<file path="config.mk">
export PLATFORM = sky130hd
export DESIGN_NAME = convolution_coprocessor_controller
export DESIGN_NICKNAME = d
export VERILOG_FILES = /design/src/rtl/convolution_coprocessor_pkg.sv /design/src/rtl/convolution_coprocessor_realAdder.sv /design/src/rtl/convolution_coprocessor_controller.sv
export SDC_FILE = /design/constraint.sdc
export NUM_CORES = 1
export LEC_CHECK = 0
export ABC_AREA = 0
export CAP_MARGIN = 5
export CORE_MARGIN = 2
export CORE_UTILIZATION = 55
export CTS_BUF_LIST = sky130_fd_sc_hd__clkbuf_4
export CTS_CLUSTER_DIAMETER = 40
export CTS_CLUSTER_SIZE = 20
export DETAILED_ROUTE_END_ITERATION = 10
export GPL_TIMING_DRIVEN = 0
export HOLD_SLACK_MARGIN = 0.03
export MAX_ROUTING_LAYER = met4
export PLACE_DENSITY = 0.84
export SLEW_MARGIN = 5
export SYNTH_ARGS = -nofsm -noshare
export SYNTH_HDL_FRONTEND = slang
export SYNTH_SLANG_ARGS = --single-unit
</file>
<file path="constraint.sdc">
create_clock -name clk -period 17.1 [get_ports clk]
set_clock_uncertainty 0.2 [all_clocks]
set_input_delay 3.42 -clock clk [delete_from_list [all_inputs] [get_ports clk]]
set_output_delay 3.42 -clock clk [all_outputs]
set_load 0.03 [all_outputs]
</file>
<file path="src/rtl/convolution_coprocessor_pkg.sv">
// rtl/convolution_coprocessor_pkg.sv - shared types, width helpers and clamp for the convolution coprocessor
package convolution_coprocessor_pkg;

   typedef enum logic [2:0] {
      ST_IDLE,
      ST_CALC,
      ST_ISSUE,
      ST_DRAIN,
      ST_WRITE,
      ST_DONE
   } state_e;

   function automatic int prod_width(input int dw);
      return 2 * dw;
   endfunction

   function automatic int acc_width(input int dw, input int aw);
      return 2 * dw + aw;
   endfunction

   // Clamp a signed value to the signed range of a w-bit word.
   function automatic logic signed [63:0] sat_clamp(input logic signed [63:0] v, input int w);
      logic signed [63:0] hi;
      logic signed [63:0] lo;
      hi = (64'sd1 <<< (w - 1)) - 64'sd1;
      lo = -(64'sd1 <<< (w - 1));
      if (v > hi) return hi;
      if (v < lo) return lo;
      return v;
   endfunction

endpackage

</file>
<file path="src/rtl/convolution_coprocessor_realAdder.sv">
// rtl/convolution_coprocessor_realAdder.sv - signed combinational adder used as the MAC accumulator sum
module convolution_coprocessor_realAdder #(
   parameter int DATA_WIDTH = 17
) (
   input  logic signed [DATA_WIDTH-1:0] a_i,
   input  logic signed [DATA_WIDTH-1:0] b_i,
   output logic signed [DATA_WIDTH-1:0] sum_o
);

   assign sum_o = a_i + b_i;

endmodule

</file>
<file path="src/rtl/convolution_coprocessor_controller.sv">
// rtl/convolution_coprocessor_controller.sv - 1-D convolution sequencer and MAC over X/H/Y sample RAMs
// Optional output saturation to the product width: CONV_SATURATE_EN.
module convolution_coprocessor_controller
   import convolution_coprocessor_pkg::*;
#(
   parameter int DATA_WIDTH = 6,
   parameter int ADDR_WIDTH = 5,
   parameter int ACC_WIDTH  = acc_width(DATA_WIDTH, ADDR_WIDTH)
) (
   input  logic                  clk,
   input  logic                  reset,
   input  logic                  start,
   input  logic [ADDR_WIDTH:0]   size_x,
   input  logic [ADDR_WIDTH:0]   size_h,
   output logic                  busy,
   output logic                  done,
   output logic                  x_rd_en,
   output logic [ADDR_WIDTH-1:0] x_addr,
   input  logic [DATA_WIDTH-1:0] x_data,
   output logic                  h_rd_en,
   output logic [ADDR_WIDTH-1:0] h_addr,
   input  logic [DATA_WIDTH-1:0] h_data,
   output logic                  y_we,
   output logic [ADDR_WIDTH:0]   y_addr,
   output logic [ACC_WIDTH-1:0]  y_data
);

   localparam int PROD_WIDTH = prod_width(DATA_WIDTH);
   localparam int SW = ADDR_WIDTH + 1;
   localparam int CW = ADDR_WIDTH + 2;
   localparam logic [SW-1:0] SIZE_MAX = {1'b1, {ADDR_WIDTH{1'b0}}};

   state_e                      state_q, state_d;
   logic [SW-1:0]               sx_q, sx_d, sh_q, sh_d;
   logic [SW-1:0]               n_q, n_d, i_q, i_d, i_hi_q, i_hi_d;
   logic signed [ACC_WIDTH-1:0] acc_q, acc_d;
   logic                        pv_q, pv_d;

   logic [SW-1:0]               sx_in, sh_in, sx_m1, i_lo, i_hi;
   logic [CW-1:0]               lo_wide, last_n;
   logic                        is_last;
   logic signed [PROD_WIDTH-1:0] prod;
   logic signed [ACC_WIDTH-1:0] prod_ext, sum, y_val;

   assign sx_in = (size_x > SIZE_MAX) ? SIZE_MAX : size_x;
   assign sh_in = (size_h > SIZE_MAX) ? SIZE_MAX : size_h;

   // Tap window for output n; lo_wide goes negative while n < size_h-1.
   assign lo_wide = {1'b0, n_q} + CW'(1) - {1'b0, sh_q};
   assign i_lo    = lo_wide[CW-1] ? '0 : SW'(lo_wide);
   assign sx_m1   = sx_q - SW'(1);
   assign i_hi    = (n_q < sx_m1) ? n_q : sx_m1;
   assign last_n  = {1'b0, sx_q} + {1'b0, sh_q} - CW'(2);
   assign is_last = ({1'b0, n_q} == last_n);

   assign prod     = PROD_WIDTH'($signed(x_data)) * PROD_WIDTH'($signed(h_data));
   assign prod_ext = ACC_WIDTH'(prod);

   convolution_coprocessor_realAdder #(
      .DATA_WIDTH(ACC_WIDTH)
   ) u_adder (
      .a_i  (acc_q),
      .b_i  (prod_ext),
      .sum_o(sum)
   );

`ifdef CONV_SATURATE_EN
   assign y_val = ACC_WIDTH'(sat_clamp(64'(acc_q), PROD_WIDTH));
`else
   assign y_val = acc_q;
`endif

   assign h_rd_en = x_rd_en;

   always_comb begin
      state_d = state_q;
      sx_d    = sx_q;
      sh_d    = sh_q;
      n_d     = n_q;
      i_d     = i_q;
      i_hi_d  = i_hi_q;
      acc_d   = pv_q ? sum : acc_q;
      pv_d    = 1'b0;
      busy    = 1'b0;
      done    = 1'b0;
      x_rd_en = 1'b0;
      x_addr  = '0;
      h_addr  = '0;
      y_we    = 1'b0;
      y_addr  = '0;
      y_data  = '0;
      case (state_q)
         ST_IDLE: begin
            if (start) begin
               sx_d = sx_in;
               sh_d = sh_in;
               n_d  = '0;
               state_d = (sx_in == '0 || sh_in == '0) ? ST_DONE : ST_CALC;
            end
         end
         ST_CALC: begin
            busy    = 1'b1;
            acc_d   = '0;
            i_d     = i_lo;
            i_hi_d  = i_hi;
            state_d = ST_ISSUE;
         end
         ST_ISSUE: begin
            busy    = 1'b1;
            x_rd_en = 1'b1;
            x_addr  = ADDR_WIDTH'(i_q);
            h_addr  = ADDR_WIDTH'(n_q - i_q);
            pv_d    = 1'b1;
            i_d     = i_q + SW'(1);
            if (i_q == i_hi_q) state_d = ST_DRAIN;
         end
         ST_DRAIN: begin
            busy    = 1'b1;
            state_d = ST_WRITE;
         end
         ST_WRITE: begin
            busy   = 1'b1;
            y_we   = 1'b1;
            y_addr = n_q;
            y_data = y_val;
            if (is_last) begin
               state_d = ST_DONE;
            end else begin
               n_d     = n_q + SW'(1);
               state_d = ST_CALC;
            end
         end
         ST_DONE: begin
            done    = 1'b1;
            state_d = ST_IDLE;
         end
         default: state_d = ST_IDLE;
      endcase
   end

   always_ff @(posedge clk) begin
      if (reset) begin
         state_q <= ST_IDLE;
         sx_q    <= '0;
         sh_q    <= '0;
         n_q     <= '0;
         i_q     <= '0;
         i_hi_q  <= '0;
         acc_q   <= '0;
         pv_q    <= 1'b0;
      end else begin
         state_q <= state_d;
         sx_q    <= sx_d;
         sh_q    <= sh_d;
         n_q     <= n_d;
         i_q     <= i_d;
         i_hi_q  <= i_hi_d;
         acc_q   <= acc_d;
         pv_q    <= pv_d;
      end
   end

endmodule

</file>
# Yosys cells after proc, flatten, opt, wreduce, memory -nomap -nowiden
# Cells that the tools add are included.
[totals]
regBits = 51
input_bits = 27
output_inout_bits = 38
word_cells = 63
[classes]
add_sub_neg = 9
mul = 1
magnitude_cmp = 3
n_eq_ne = 10
mux = 21
n_reduce_logical = 11
[op_table]
columns = ["op", "n"]
rows = [
  ["$mux 6", 7],
  ["$pmux 6 s2", 2],
  ["$add 17x12->17", 1],
  ["$mux 17", 1],
  ["$pmux 3 s5", 1],
  ["$add 6x1->6 const B", 2],
  ["$gt 6x6->1 const B", 2],
  ["$logic_not 6->1", 2],
  ["$mul 6x6->12", 1],
  ["$mux 3", 4],
  ["$mux 5", 2],
  ["$add 6x1->7 const B", 1],
  ["$add 6x6->7", 1],
  ["$eq 6x7->1", 1],
  ["$sub 7x2->7 const B", 1],
  ["$sub 7x6->7", 1],
  ["$eq 3x2->1 const B", 2],
  ["$eq 3x3->1 const B", 2],
  ["$eq 6x6->1", 1],
  ["$lt 6x6->1", 1],
  ["$ne 2x2->1 const B", 3],
  ["$sub 6x1->6 const B", 1],
  ["$sub 5x5->5", 1],
  ["$mux 1", 4],
  ["8 further kinds", 10],
]

# Logic depth before layout (Yosys ltp)
# Gate-level depths: netlist of the first run.
[logic_depth]
ltp_word = 7
mapped_depth = 18
depth_no_buf = 17

# Modules after synthesis
# A second synthesis of the first run with hierarchy kept.
[hier_totals]
cells_unflattened = 687
area_unflattened_um2 = 5761.8
[by_module_without_submodules]
columns = ["mod", "instances", "cells_each", "area_per_inst_um2", "seq_area_each_um2"]
rows = [
  ["convolution_coprocessor_controller", 1, 581, 4934.7, 1021.0],
  ["convolution_coprocessor_realAdder", 1, 106, 827.0, 0.0],
]

# Worst setup path before layout of the first run
# No wires, ideal clock.
[synth_path]
path_type = "input to register"
from = "input port h_data[2]"
to = "register acc_q[16]"
setup_time_ns = 0.072
arrival_time_ns = 7.557
required_time_ns = 16.828
path_slack_ns = 9.272
stages = 17
path_buffers = 1
cell_sequence = "and2_1 fa_1 inv_1 fa_1 inv_1 fa_1 inv_1 fa_1 inv_1 ha_1 clkbuf_2 nand4_1 nor4b_2 o31ai_1 a31oi_1 mux2i_1 mux2i_1"
[synth_between]
elab_chain_len = 2
[synth_rtl]
columns = ["item", "line", "rtl"]
rows = [
  ["start: declaration", "convolution_coprocessor_controller.sv:22", "input logic [DATA_WIDTH-1:0] h_data,"],
  ["$mul 6x6->12", "convolution_coprocessor_controller.sv:56", "assign prod = PROD_WIDTH'($signed(x_data)) * PROD_WIDTH'($signed(h_data));"],
  ["$add 17x12->17", "convolution_coprocessor_realAdder.sv:10", "assign sum_o = a_i + b_i;"],
  ["end signal: assignment", "convolution_coprocessor_controller.sv:149", "acc_q <= '0;"],
  ["end signal: assignment", "convolution_coprocessor_controller.sv:158", "acc_q <= acc_d;"],
  ["end: declaration", "convolution_coprocessor_controller.sv:36", "logic signed [ACC_WIDTH-1:0] acc_q, acc_d;"],
]
# Every way passes these cells.
# A chain may end at the register's enable or synchronous reset.

# Worst setup path in the final report of the first run
# Same ends and word-level chain as after synthesis.

==> metrics.md, run 1 <==
| Metric | Value |
|---|---|
| Final period util | `between 40% and 50%` |
| Hold_buf cts | `0` |
| EDFF count, synth | `0` |
| N_diodes | `0` |
| Syn_area_per_cell | `about 8.3 sq um` |
| Initial DRC count | `between 200 and 300` |
| Synth Register Bits | `between 50 and 60` |
| Area share of the largest cell type after synthesis | `between 15 and 20%` |
| Root cell of the clock tree | `clkbuf_4` |
| Worst Path Arrival | `between 8 and 9 ns` |
| Final Instance Area | `6820 sq um` |
| Worst-skew pair later-pin latency | `0.37 ns` |
| Area Overhead vs Synth | `14.6%` |
| H-tree depth | `2` |
| Place WS | `around 8.2 ns` |
| Avg WL per Cell | `approximately 15 um` |
| Peak VDD IR | `0.0558 mV` |
| Yosys top cell by area | `dfxtp_1` |
| Slew @ Worst Pin | `between 0.7 and 0.8 ns` |
| Critical Path RT | `between 15 and 20 ns` |
| First-pass GRT wire length | `about 24000 um` |
| IO Pins | `65` |
| Die width | `approximately 110 um` |
| Fill count | `881` |
| Min-Delay Path Class | `register to register` |
| Vias in the first global route | `around 5300` |
| Area of placed instances | `6760 sq um` |
| Cells after synthesis | `720` |
| Status | `complete, no violations` |
| Min Tclk post-route | `between 8 and 9 ns` |
| Netlist cell types | `between 50 and 60` |
| Number of setup buffers added after CTS | `0` |
| Critical path's slowest cell | `fa_1` |
| TritonCTS Sinks | `51` |
| # setup viols final | `0` |
| CTS tree | `yes` |
| Vias per inst | `approximately 5.5` |
| Flop-to-flop setup slack | `approximately 13 ns` |
| Ys flop type | `dfxtp_1` |
| Drt first pass iters | `4` |
| CP Cell Sequence | `clkdlybuf4s50_1 -> and2_1 -> fa_1 -> inv_1 -> fa_1 -> inv_1 -> fa_1 -> inv_1 -> fa_1 -> inv_1 -> ha_1 -> clkbuf_2 -> nand4_1 -> nor4b_2 -> o31ai_1 -> a31oi_1 -> mux2i_1 -> mux2i_1` |
| Setup CP Type | `primary input to register` |
| Routability cong. | `around 0.9` |
| Number of buffers created by CTS | `5` |
| CP Max Fanout | `8` |
| Synth Cell Area | `between 5000 and 6000 sq um` |
| Die Ht | `108 um` |
| Post-detail-place hpwl | `11700 um` |
| Clock transition at path regs | `0.15 ns` |
| Total track usage | `between 20 and 30%` |
| RSZ-0062 raised after global routing | `no` |
| Number of max-cap violations | `0` |
| WL final | `roughly 14000 um` |
| Core Rows | `37` |
| Synth top area cells | `dfxtp_1 (17%), fa_1 (16%), ha_1 (15%)` |
| Hold slack | `between 0.2 and 0.3 ns` |
| Slew HR | `50.1%` |
| Gr ovfl total | `0` |
| Core area | `roughly 10000 sq um` |
| DIE AREA | `11700 sq um` |
| Port bufs | `64` |
| Syn nets | `roughly 870` |
| Post-synth ARST share | `0%` |
| Reg2Reg Launch Point | `acc_q[5]$_SDFFE_PP0P_` |
| Setup_tns | `0 ns` |
| Largest net degree at the start of global routing | `16` |
| Final WS setup | `around 8.6 ns` |
| Worst setup path startpoint | `h_data[2]` |
| Slowest cell delay on critical path | `between 0.6 and 0.7 ns` |
| Antenna Nets Post-Route | `0` |
| Starting Density | `a little under three fifths` |
| Crit path capture type | `register` |
| Max Clk Rate | `approximately 120 MHz` |
| Initial antenna violation count | `0` |
| Power Density | `104 nW/um^2` |
| Top delay family on crit path | `adder cells` |
| Yosys warns | `0` |
| Max clock buf depth | `2` |
| Post-CTS sizing | `0` |
| Hold Crit Start | `i_hi_q[1]$_SDFFE_PP0P_` |
| Register area share after synthesis | `between 10% and 20%` |
| DR vias | `roughly 5200` |
| Buf/Inv on CP | `6` |
| Final slew viol count | `0` |
| Drc violations | `0` |
| Hold Violations, Final | `0` |
| LEAKAGE | `0.00305 uW` |
| Crit start category | `primary input` |
| Final Net Count | `around 940` |
| Layout cells sized above 1 | `3.41%` |
## final timing paths
check / end / depth (start not counted)
worst max register to register: acc_q[16]$_SDFFE_PP0P_ / 14
worst min register to register: i_hi_q[1]$_SDFFE_PP0P_ / 2
worst min-delay path: i_hi_q[1]$_SDFFE_PP0P_ / 2
worst max-delay path: acc_q[16]$_SDFFE_PP0P_ / 18
## logic make-up (layout without fill, tap and decap cells)
logic type | after synthesis | after routing | synth area share, %
flops | 51 | 51 | 17.2
xor+xnor | 42 | 42 | 6.31
compound gates | 127 | 127 | 14.6
fa+ha+maj | 121 | 121 | 31.5
mux | 12 | 12 | 2.02
buf+inv | 159 | 231 | 10.2
simple gates | 208 | 208 | 18.1
## layer usage
| layer | track usage, % | wire, um |
|---|---|---|
| met4 | 7.97 | 299 |
| met2 | 44.7 | 6920 |
| met1 | 31.5 | 6170 |
| met3 | 2.47 | 624 |
| met5 | - | 0 |
## tightest hold or removal path, delay by kind of cell, from the launching register on
| kind | cells | cell delay (ns) |
|---|---|---|
| flip-flops | 1 | 0.35 |
| AND/OR/NAND/NOR | 1 | 0.06 |
| AO/OA/AOI/OAI | 1 | 0.05 |
## flip-flops by register name, summed over array words and instances, names as in the netlist
signal and count:
pv_q 1, i_q 6, sh_q 6, n_q 6
i_hi_q 6, acc_q 17, state_q 3, sx_q 6
## through the flow
step	total power, uW	instances	utilization (%)
after CTS	710	928	65.4
final	710	928	65.4
after detailed placement	651	920	64.9
after floorplan	540	720	-
after global placement	633	920	64.9
after global routing	780	928	65.4
## area by class of cell
class                           count  area [sq um]  share of cell area [%]
Tap cell                          136           170                    2.50
Timing Repair Buffer               64           641                    9.40
Multi-Input combinational cell    510          4320                    63.3
Buffer                             22          95.1                    1.40
Inverter                          137           514                    7.55
Clock buffer                        6          45.0                   0.661
Clock inverter                      2          12.5                   0.184
Sequential cell                    51          1020                    15.0
## power by group
group	leakage, uW	switching (uW)	internal, uW
Combinational	0.00261	294	208
Sequential	0.000413	18.6	133
Clock	0.0000317	38.9	17.5
Total	0.00305	351	358
## cells in the mapped netlist, types with 2 or more instances
master / instances
inv_1: 134
buf_2: 6
nor4b_1: 2
o31ai_1: 2
nor2_1: 51
fa_1: 48
o2111ai_1: 3
clkinv_1: 2
o21bai_1: 4
a21oi_1: 42
ha_1: 73
or3_1: 2
a211oi_1: 6
and2_1: 43
mux2i_1: 12
a21o_1: 15
a41oi_1: 2
clkbuf_1: 13
nor2b_1: 2
nand2_1: 46
dfxtp_1: 51
nand3_1: 16
o21ai_1: 2
o22ai_1: 4
o21ai_0: 17
xnor2_1: 33
nand2b_1: 8
nor3b_1: 10
nand4_1: 5
a31oi_1: 6
o21a_1: 5
xor2_1: 8
nor3_1: 11
and3_1: 4
or4_1: 2
o211ai_1: 9
## placed cells by master (no fill, tap or decap), drive strengths merged, types with 3 or more instances in the layout
cell type and count:
and2 43, o22ai 4, nand2b 8, nor2 51, mux2i 12, ha 73
xnor2 34, nand4 5, fa 48, dfxtp 51, nor3b 11, clkinv 3
o2111ai 3, clkdlybuf4s50 64, buf 8, inv 135, o21ai 19, nand3 16
and3 4, xor2 8, a211oi 6, o21bai 4, a31oi 7, a21o 15
o21a 5, nand2 46, o211ai 10, a21oi 42, nor3 12, nor4b 3
clkbuf 20
Note: power is estimated with default switching activity, not from simulation.
==> inputs of run 2 (changes only) <==
clock period = 8.6 ns   (was 17.1 ns; I/O delays follow)
==> results of run 2 <==
The final DEF is identical to that of run 1. Status: complete, no violations.
Main changes from that run: setup slack after placement 8.21 ns -> 1.41 ns; setup slack after layout 8.56 ns -> 1.76 ns; register-to-register setup slack 12.88 ns -> 4.38 ns; total power 710 uW -> 1410 uW; worst IR drop on VDD 0.0558 mV -> 0.111 mV
==> inputs of run 3 (changes only) <==
clock period = 6.3 ns   (was 8.6 ns; I/O delays follow)
==> metrics.md, run 3 (same netlist as run 1, synthesis figures left out) <==
| Metric | Value |
|---|---|
| IO Pins | `65` |
| Final period util | `97.1%` |
| Critical path's slowest cell | `a211oi_1` |
| Min-Delay Path Class | `register to register` |
| Vias in the first global route | `~5400` |
| Clock transition at path regs | `roughly 0.14 ns` |
| Area Overhead vs Synth | `15.3%` |
| Core Rows | `37` |
| Max clock buf depth | `2` |
| Worst Path Arrival | `between 6 and 7 ns` |
| Cell count of the worst hold path | `2` |
| Max Clk Rate | `approximately 160 MHz` |
| WL final | `around 14000 um` |
| Largest net degree at the start of global routing | `16` |
| Final Net Count | `940` |
| Worst-skew pair later-pin latency | `0.37 ns` |
| Total Power | `~2000 uW` |
| Crit path capture type | `register` |
| LEAKAGE | `between 0.003 and 0.004 uW` |
| Slew @ Worst Pin | `approximately 0.75 ns` |
| N_diodes | `0` |
| Final Instance Area | `about 7000 sq um` |
| Status | `complete, no violations` |
| Gr ovfl total | `0` |
| First-pass GRT wire length | `between 20000 and 25000 um` |
| Min Tclk post-route | `6.11 ns` |
| Initial antenna violation count | `0` |
| Worst path most repeated cell | `fa_1` |
| H-tree depth | `2` |
| Routability cong. | `approximately 0.9` |
| Drc violations | `0` |
| Hold Violations, Final | `0` |
| Slew HR | `about half` |
| RSZ-0062 raised after global routing | `no` |
| # setup viols final | `0` |
| Root cell of the clock tree | `clkbuf_4` |
| Slowest cell delay on critical path | `slightly below 0.6 ns` |
| Final slew viol count | `0` |
| Setup CP Type | `primary input to register` |
| Reg2reg path depth | `14` |
| Setup_tns | `0 ns` |
| Initial DRC count | `a little under 300` |
| Avg WL per Cell | `about 15 um` |
| CP Cell Sequence | `clkdlybuf4s50_1 -> nand2b_1 -> fa_1 -> fa_1 -> inv_1 -> fa_1 -> inv_1 -> fa_1 -> inv_1 -> ha_1 -> a211oi_1 -> nor4b_4 -> o31ai_1 -> a31oi_1 -> mux2i_1 -> mux2i_1` |
| Peak VDD IR | `approximately 0.15 mV` |
| Vias per inst | `5.57` |
| Starting Density | `between 50 and 60%` |
| Area of placed instances | `about 6800 sq um` |
| DIE AREA | `~12000 sq um` |
| Die Ht | `108 um` |
| Port bufs | `between 60 and 70` |
| Drt first pass iters | `5` |
| Power Density | `284 nW/um^2` |
| Commonest non-fill, non-tap cells in the layout | `inv_1 (133), ha_1 (73), clkdlybuf4s50_1 (59), nor2_1 (51), dfxtp_1 (51)` |
| Number of max-cap violations | `0` |
| Largest register by flop count | `acc_q` |
| Total track usage | `25.8%` |
| WP depth | `16` |
| Top delay family on crit path | `adder cells` |
| DR vias | `around 5200` |
| Crit start category | `primary input` |
| Place WS | `-0.435 ns` |
| Final WS setup | `roughly 0.19 ns` |
| Commonest non-fill, non-tap cell in the layout | `inv_1` |
| Number of buffers created by CTS | `5` |
| CTS tree | `yes` |
| Buf/Inv on CP | `4` |
| Max reg flops | `17` |
| Post-detail-place hpwl | `~12000 um` |
| Hold slack | `between 0.2 and 0.3 ns` |
| Die width | `between 100 and 150 um` |
| Antenna Nets Post-Route | `0` |
| Layout cells sized above 1 | `4.29%` |
| CP Max Fanout | `6` |
| Critical Path RT | `roughly 6.4 ns` |
| TritonCTS Sinks | `between 50 and 60` |
| Core area | `10400 sq um` |
## run 3: cell type report
cell class	count	area (sq um)
tap	136	170
inverter	137	514
buffer	22	95.1
clock buffer	6	45.0
timing repair buffer	65	661
sequential	51	1020
clock inverter	2	12.5
fill	873	3560
multi-input combinational	510	4340
## run 3: what timing repair did
| item | in CTS | in global routing |
|---|---|---|
| gates resized for setup | 2 | 10 |
| setup endpoints to repair | 1 | 4 |
| hold buffers | 0 | 0 |
| pin swaps | 2 | 3 |
| gates cloned | 0 | 0 |
| setup buffers | 1 | 0 |
## run 3: worst register-to-register path, delay by kind of cell, from the launching register on
kind / cells / cell delay (ns)
compound gates: 3 / 1.14
flops: 1 / 0.38
simple gates: 1 / 0.13
fa+ha+maj: 4 / 1.77
buf+inv: 4 / 0.22
mux: 2 / 0.43
## run 3: stage by stage
stage,cells,util (%)
floorplan,720,-
global placement,920,64.9
detailed placement,920,64.9
CTS,929,65.6
global route,929,65.8
finish,929,65.8
## run 3: worst paths after layout
check / slack [ns] / from / to
max: 0.19 / x_data[0] / acc_q[16]$_SDFFE_PP0P_
min: 0.28 / i_hi_q[4]$_SDFFE_PP0P_ / i_hi_q[4]$_SDFFE_PP0P_
max reg2reg: 1.99 / acc_q[5]$_SDFFE_PP0P_ / acc_q[16]$_SDFFE_PP0P_
min reg2reg: 0.28 / i_hi_q[4]$_SDFFE_PP0P_ / i_hi_q[4]$_SDFFE_PP0P_
## run 3: power breakdown
part	internal [uW]	switching (uW)	total (uW)
logic	571	815	1390
clock network	47.6	106	153
registers	361	50.1	411
## run 3: metal layers
| metal | GRT usage [%] | up-vias | wire length [um] |
|---|---|---|---|
| met5 | - | - | 0 |
| met4 | 8.06 | 0 | 316 |
| met3 | 2.47 | 30 | 690 |
| met2 | 45.4 | 155 | 7070 |
| met1 | 31.4 | 2488 | 6100 |
| li1 | - | 2498 | - |
==> edit 1: new RTL, flow settings as in run 1 <==
Make the reset (`reset`) asynchronous in one clocked block.
--- a/src/rtl/convolution_coprocessor_controller.sv
+++ b/src/rtl/convolution_coprocessor_controller.sv
@@ -140,3 +140,3 @@
 
-   always_ff @(posedge clk) begin
+   always_ff @(posedge clk or posedge reset) begin
       if (reset) begin
Formal check against the unedited RTL: differs if reset is asserted again (counterexample within 4 cycles, from zero or initial values and one cycle with reset high); with reset held inactive, the same outputs for 10 cycles.
==> edit 1 against run 1 <==
Area after synthesis increased by 2.1%; wire length decreased by 0.92%; count of clock-buffer cells in the layout decreased by 1; worst setup slack got worse by 0.0013 ns; global-route usage decreased by 0.13 points; register-to-register slack improved by 0.11 ns; worst hold slack improved by 0.039 ns; sequential cell count unchanged; design area increased by 2.3%; first-iteration DRC count increased by 21%.
Power is not compared: it rests on default switching activity, and its combinational part moved more than twofold at a synthesized area within 25%.
==> edit 1: results (changes against run 1) <==
metric;value;unit;change
outcome;complete, no violations;;
place_congestion;0.908;;+2.0%
ys_seq_area_share;21.0;%;+3.8 points
vias;4995;;-3.0%
synthDistinctLibCells;69;;+21%
hold_depth;2;;unchanged
largest_register_ffs;17;;unchanged
whs_endpoint;sh_q[4];;
cp_data_arrival_time;8.62;ns;-0.03 ns
r2r_slack;12.99;ns;+0.11 ns
grt_pass1_vias;4989;;-6.3%
htreeDepth;2;;unchanged
yosysWarningCount;0;;unchanged
synth.avg_cell_area;8.82;sq um;+6.7%
grt_start_max_net_pins;38;;+22
antenna_found_initial;0;;unchanged
clk_latency;0.39;ns;+0.02 ns
cp_slowest_stage_delay;0.63;ns;+0.02 ns
swShare;53.3;%;
drt_iter0_markers;313;;+21%
reg2reg_depth;13;;-1
grt_pass1_wl;23600;microns;-0.29%
wl_per_cell;15.4;microns;+1.9%
firstDrtPassIters;6;;+2
timing.rr.start;acc_q[5];;
via_per_inst;5.54;;-0.21%
critPathMaxFanout;6;;-2
nets;909;;-3.2%
hpwl;11500;microns;-0.98%
grtUsageTotal;25.5;%;-0.13 points
relSlewSlack;60.4;%;+10 points
fill_cells;898;;+1.9%
placed_cell_area;6910;sq um;+2.3%
dp_cells;894;;-2.8%
cts_resized;0;;unchanged
drive_gt1_share;4.33;%;+0.92 points
synthArstFlopShare;100;%;+100 points
r2r-end;acc_q[16];;
ys.flop_type;dfrtp_1;;
hold_start;sh_q[4];;
yosys-top-cells-count;inv_1 (139), ha_1 (73), dfrtp_1 (51), nand2_1 (51), fa_1 (48);;
leakagePower;0.00358;uW;
syn_nets;837;;-3.6%
synth_area_leaders;dfrtp_1 (21%), fa_1 (16%), ha_1 (15%), inv_1 (8.6%), mux2i_1 (3.3%);;
==> edit 1: cell count changes after synthesis, sizes merged, moves of 8 or more <==
cell / run 1 / this run
o21ai: 19 / 27
o211ai: 10 / 2
xor2: 8 / 18
and3: 4 / 22
a21oi: 42 / 25
dfxtp: 51 / 0
mux2i: 12 / 20
and2: 43 / 19
dfrtp: 0 / 51
xnor2: 34 / 20
nand3: 16 / 4
==> edit 1: power groups by stage <==
stage | clock network, uW | registers, uW | logic, uW
2_1_floorplan | 0 | 197 | 825
6_report | 61.7 | 212 | 1070
3_5_place_dp | 0 | 214 | 1060
5_1_grt | 67.5 | 217 | 1210
4_1_cts | 62.1 | 211 | 1070
3_3_place_gp | 0 | 211 | 1010
==> edit 1: cell type report <==
cell class | instances | area, sq um | share of cell area [%]
clock buffers | 5 | 37.5 | 0.538
clock inverters | 3 | 26.3 | 0.377
repair buffers | 65 | 661 | 9.47
plain buffers | 16 | 73.8 | 1.06
flip-flops and latches | 51 | 1280 | 18.3
multi-input cells | 482 | 4200 | 60.2
inverters | 140 | 526 | 7.53
well taps | 140 | 175 | 2.51
==> edit 1: through the flow <==
| stage | hold slack [ns] | setup WS, ns |
|---|---|---|
| 2_1_floorplan | 0.250 | 9.29 |
| 4_1_cts | 0.316 | 8.53 |
| 3_5_place_dp | 0.282 | 8.14 |
| 3_3_place_gp | 0.271 | 8.45 |
| 5_1_grt | 0.362 | 8.35 |
| 6_report | 0.322 | 8.56 |
==> edit 1: routing by layer <==
layer	routed length, microns	track usage, %	up-vias	part of all wire, %
met2	6910	42.9	155	50
met5	0	-	-	0
met3	577	1.91	15	4.2
met4	161	5.13	0	1.2
met1	6240	34.2	2433	45
li1	-	-	2392	-
==> edit 1: worst max-delay path by stage <==
stage | startpoint | to | slack [ns] | depth (start not counted)
2_1_floorplan | h_data[2] | acc_q[16] | 9.29 | 16
3_3_place_gp | h_data[2] | acc_q[15] | 8.45 | 16
3_5_place_dp | h_data[2] | acc_q[16] | 8.14 | 17
4_1_cts | h_data[2] | acc_q[16] | 8.53 | 17
5_1_grt | h_data[2] | acc_q[16] | 8.35 | 17
6_report | h_data[2] | acc_q[16] | 8.56 | 17
==> edit 1: worst min-delay path, stage by stage, from the launching register on <==
cell and delay, ns:
dfrtp_1 0.39, nand2_1 0.05, o21ai_0 0.06
==> edit 1: logic make-up (layout without fill, tap and decap cells) <==
logic type	after synthesis	after routing	synth area share, %
and+or+nand+nor	196	196	16.8
buffers and inverters	156	229	9.87
adders and majority gates	121	121	30.9
AOI/OAI and AO/OA	100	100	11.4
DFF	51	51	21.0
xor gates and xnor gates	38	38	5.48
muxes	27	27	4.59
==> edit 2: new RTL, config.mk and constraints of run 1 <==
Without the edit above. `ADDR_WIDTH`: 5 -> 6.
--- a/src/rtl/convolution_coprocessor_controller.sv
+++ b/src/rtl/convolution_coprocessor_controller.sv
@@ -6,3 +6,3 @@
    parameter int DATA_WIDTH = 6,
-   parameter int ADDR_WIDTH = 5,
+   parameter int ADDR_WIDTH = 6,
    parameter int ACC_WIDTH  = acc_width(DATA_WIDTH, ADDR_WIDTH)
Ports: changed (6 resized); port bits go from 65 to 71. The function was not compared with the original's and may differ.
==> edit 2 against run 1 <==
Fmax fell by 0.15%; first-iteration DRC count rose by 48%; die area rose by 8.3%; power rose by 27%; global-route usage fell by 1.2 points; worst setup slack got worse by 0.013 ns; wire length rose by 3.7%; area after synthesis rose by 8.6%; design area rose by 9.9%; critical path type unchanged; critical path depth rose by 1; register-to-register slack got worse by 0.05 ns; worst hold slack got worse by 0.020 ns; highest routed layer unchanged; sequential cell count rose by 6.
==> edit 2: results (changes against run 1) <==
metric;value;unit;change
reg2reg_depth;15;;+1
whs_endpoint;sh_q[4];;
worst_ir_drop_vdd;0.0000692;V;+24%
drt_iter0_markers;381;;+48%
wl_met3;786;microns;+26%
synthDistinctLibCells;62;;+8.8%
outcome;complete, no violations;;
grt_pass1_vias;5211;;-2.2%
synth.avg_cell_area;8.22;sq um;-0.53%
io_buffers;69;;+7.8%
crit_end;acc_q[14];;
r2r_slack;12.83;ns;-0.05 ns
dp_cells;998;;+8.5%
met2_length;6690;microns;-3.4%
synth-compound-area-share;13.1;%;-1.5 points
crit_slowest_cell;a221oi_1;;
relSlewSlack;53.4;%;+3.4 points
startpoint;h_data[0];;
wl_per_cell;14.3;microns;-5.1%
largest_register_ffs;18;;+1
hpwl;11800;microns;+0.86%
critPathMaxFanout;6;;-2
cts_buffers;9;;+4
drive_gt1_share;5.28;%;+1.9 points
grt_pass1_wl;24600;microns;+4.1%
ys_seq_area_share;17.7;%;+0.50 points
path_clk_slew;0.11;ns;-0.04 ns
dp_slack;8.17;ns;-0.0397 ns
clk_latency;0.43;ns;+0.06 ns
htreeDepth;3;;+1
fmax;0.117;GHz;-0.15%
firstDrtPassIters;5;;+1
hold_start;sh_q[4];;
drt-met1-wl;6840;microns;+11%
synth_area_leaders;dfxtp_1 (18%), ha_1 (16%), fa_1 (16%), inv_1 (8.1%), and2_1 (4.7%);;
leakagePower;0.00339;uW;+11%
syn_nets;946;;+9.0%
via_per_inst;5.37;;-3.2%
## edit 2: changes by cell type in the layout (fill, tap and decap cells not counted), moves of 10 or more
cell	change
nor3b_1	-10
nand3b_1	+13
xor2_1	+10
nand2_1	+15
a21oi_1	+13
## edit 2: stage by stage
step / cell area [sq um] / util [%]
6_report: 7490 / 65.6
5_1_grt: 7490 / 65.6
4_1_cts: 7490 / 65.6
3_5_place_dp: 7330 / 64.2
3_3_place_gp: 7330 / 64.2
2_1_floorplan: 6460 / -
## edit 2: area by class of cell
class                           count  area [sq um]
Clock buffer                       11          82.6
Tap cell                          143           179
Inverter                          140           526
Multi-Input combinational cell    567          4690
Fill cell                         947          3930
Clock inverter                      5          80.1
Sequential cell                    57          1140
Timing Repair Buffer               69           691
Buffer                             22           103
## edit 2: power breakdown
group / total (uW) / switching, uW / leakage, uW / internal, uW
Clock: 117 / 54.7 / 0.0000847 / 62.4
Sequential: 173 / 22.4 / 0.000462 / 151
Combinational: 613 / 352 / 0.00284 / 261
Total: 903 / 429 / 0.00339 / 474
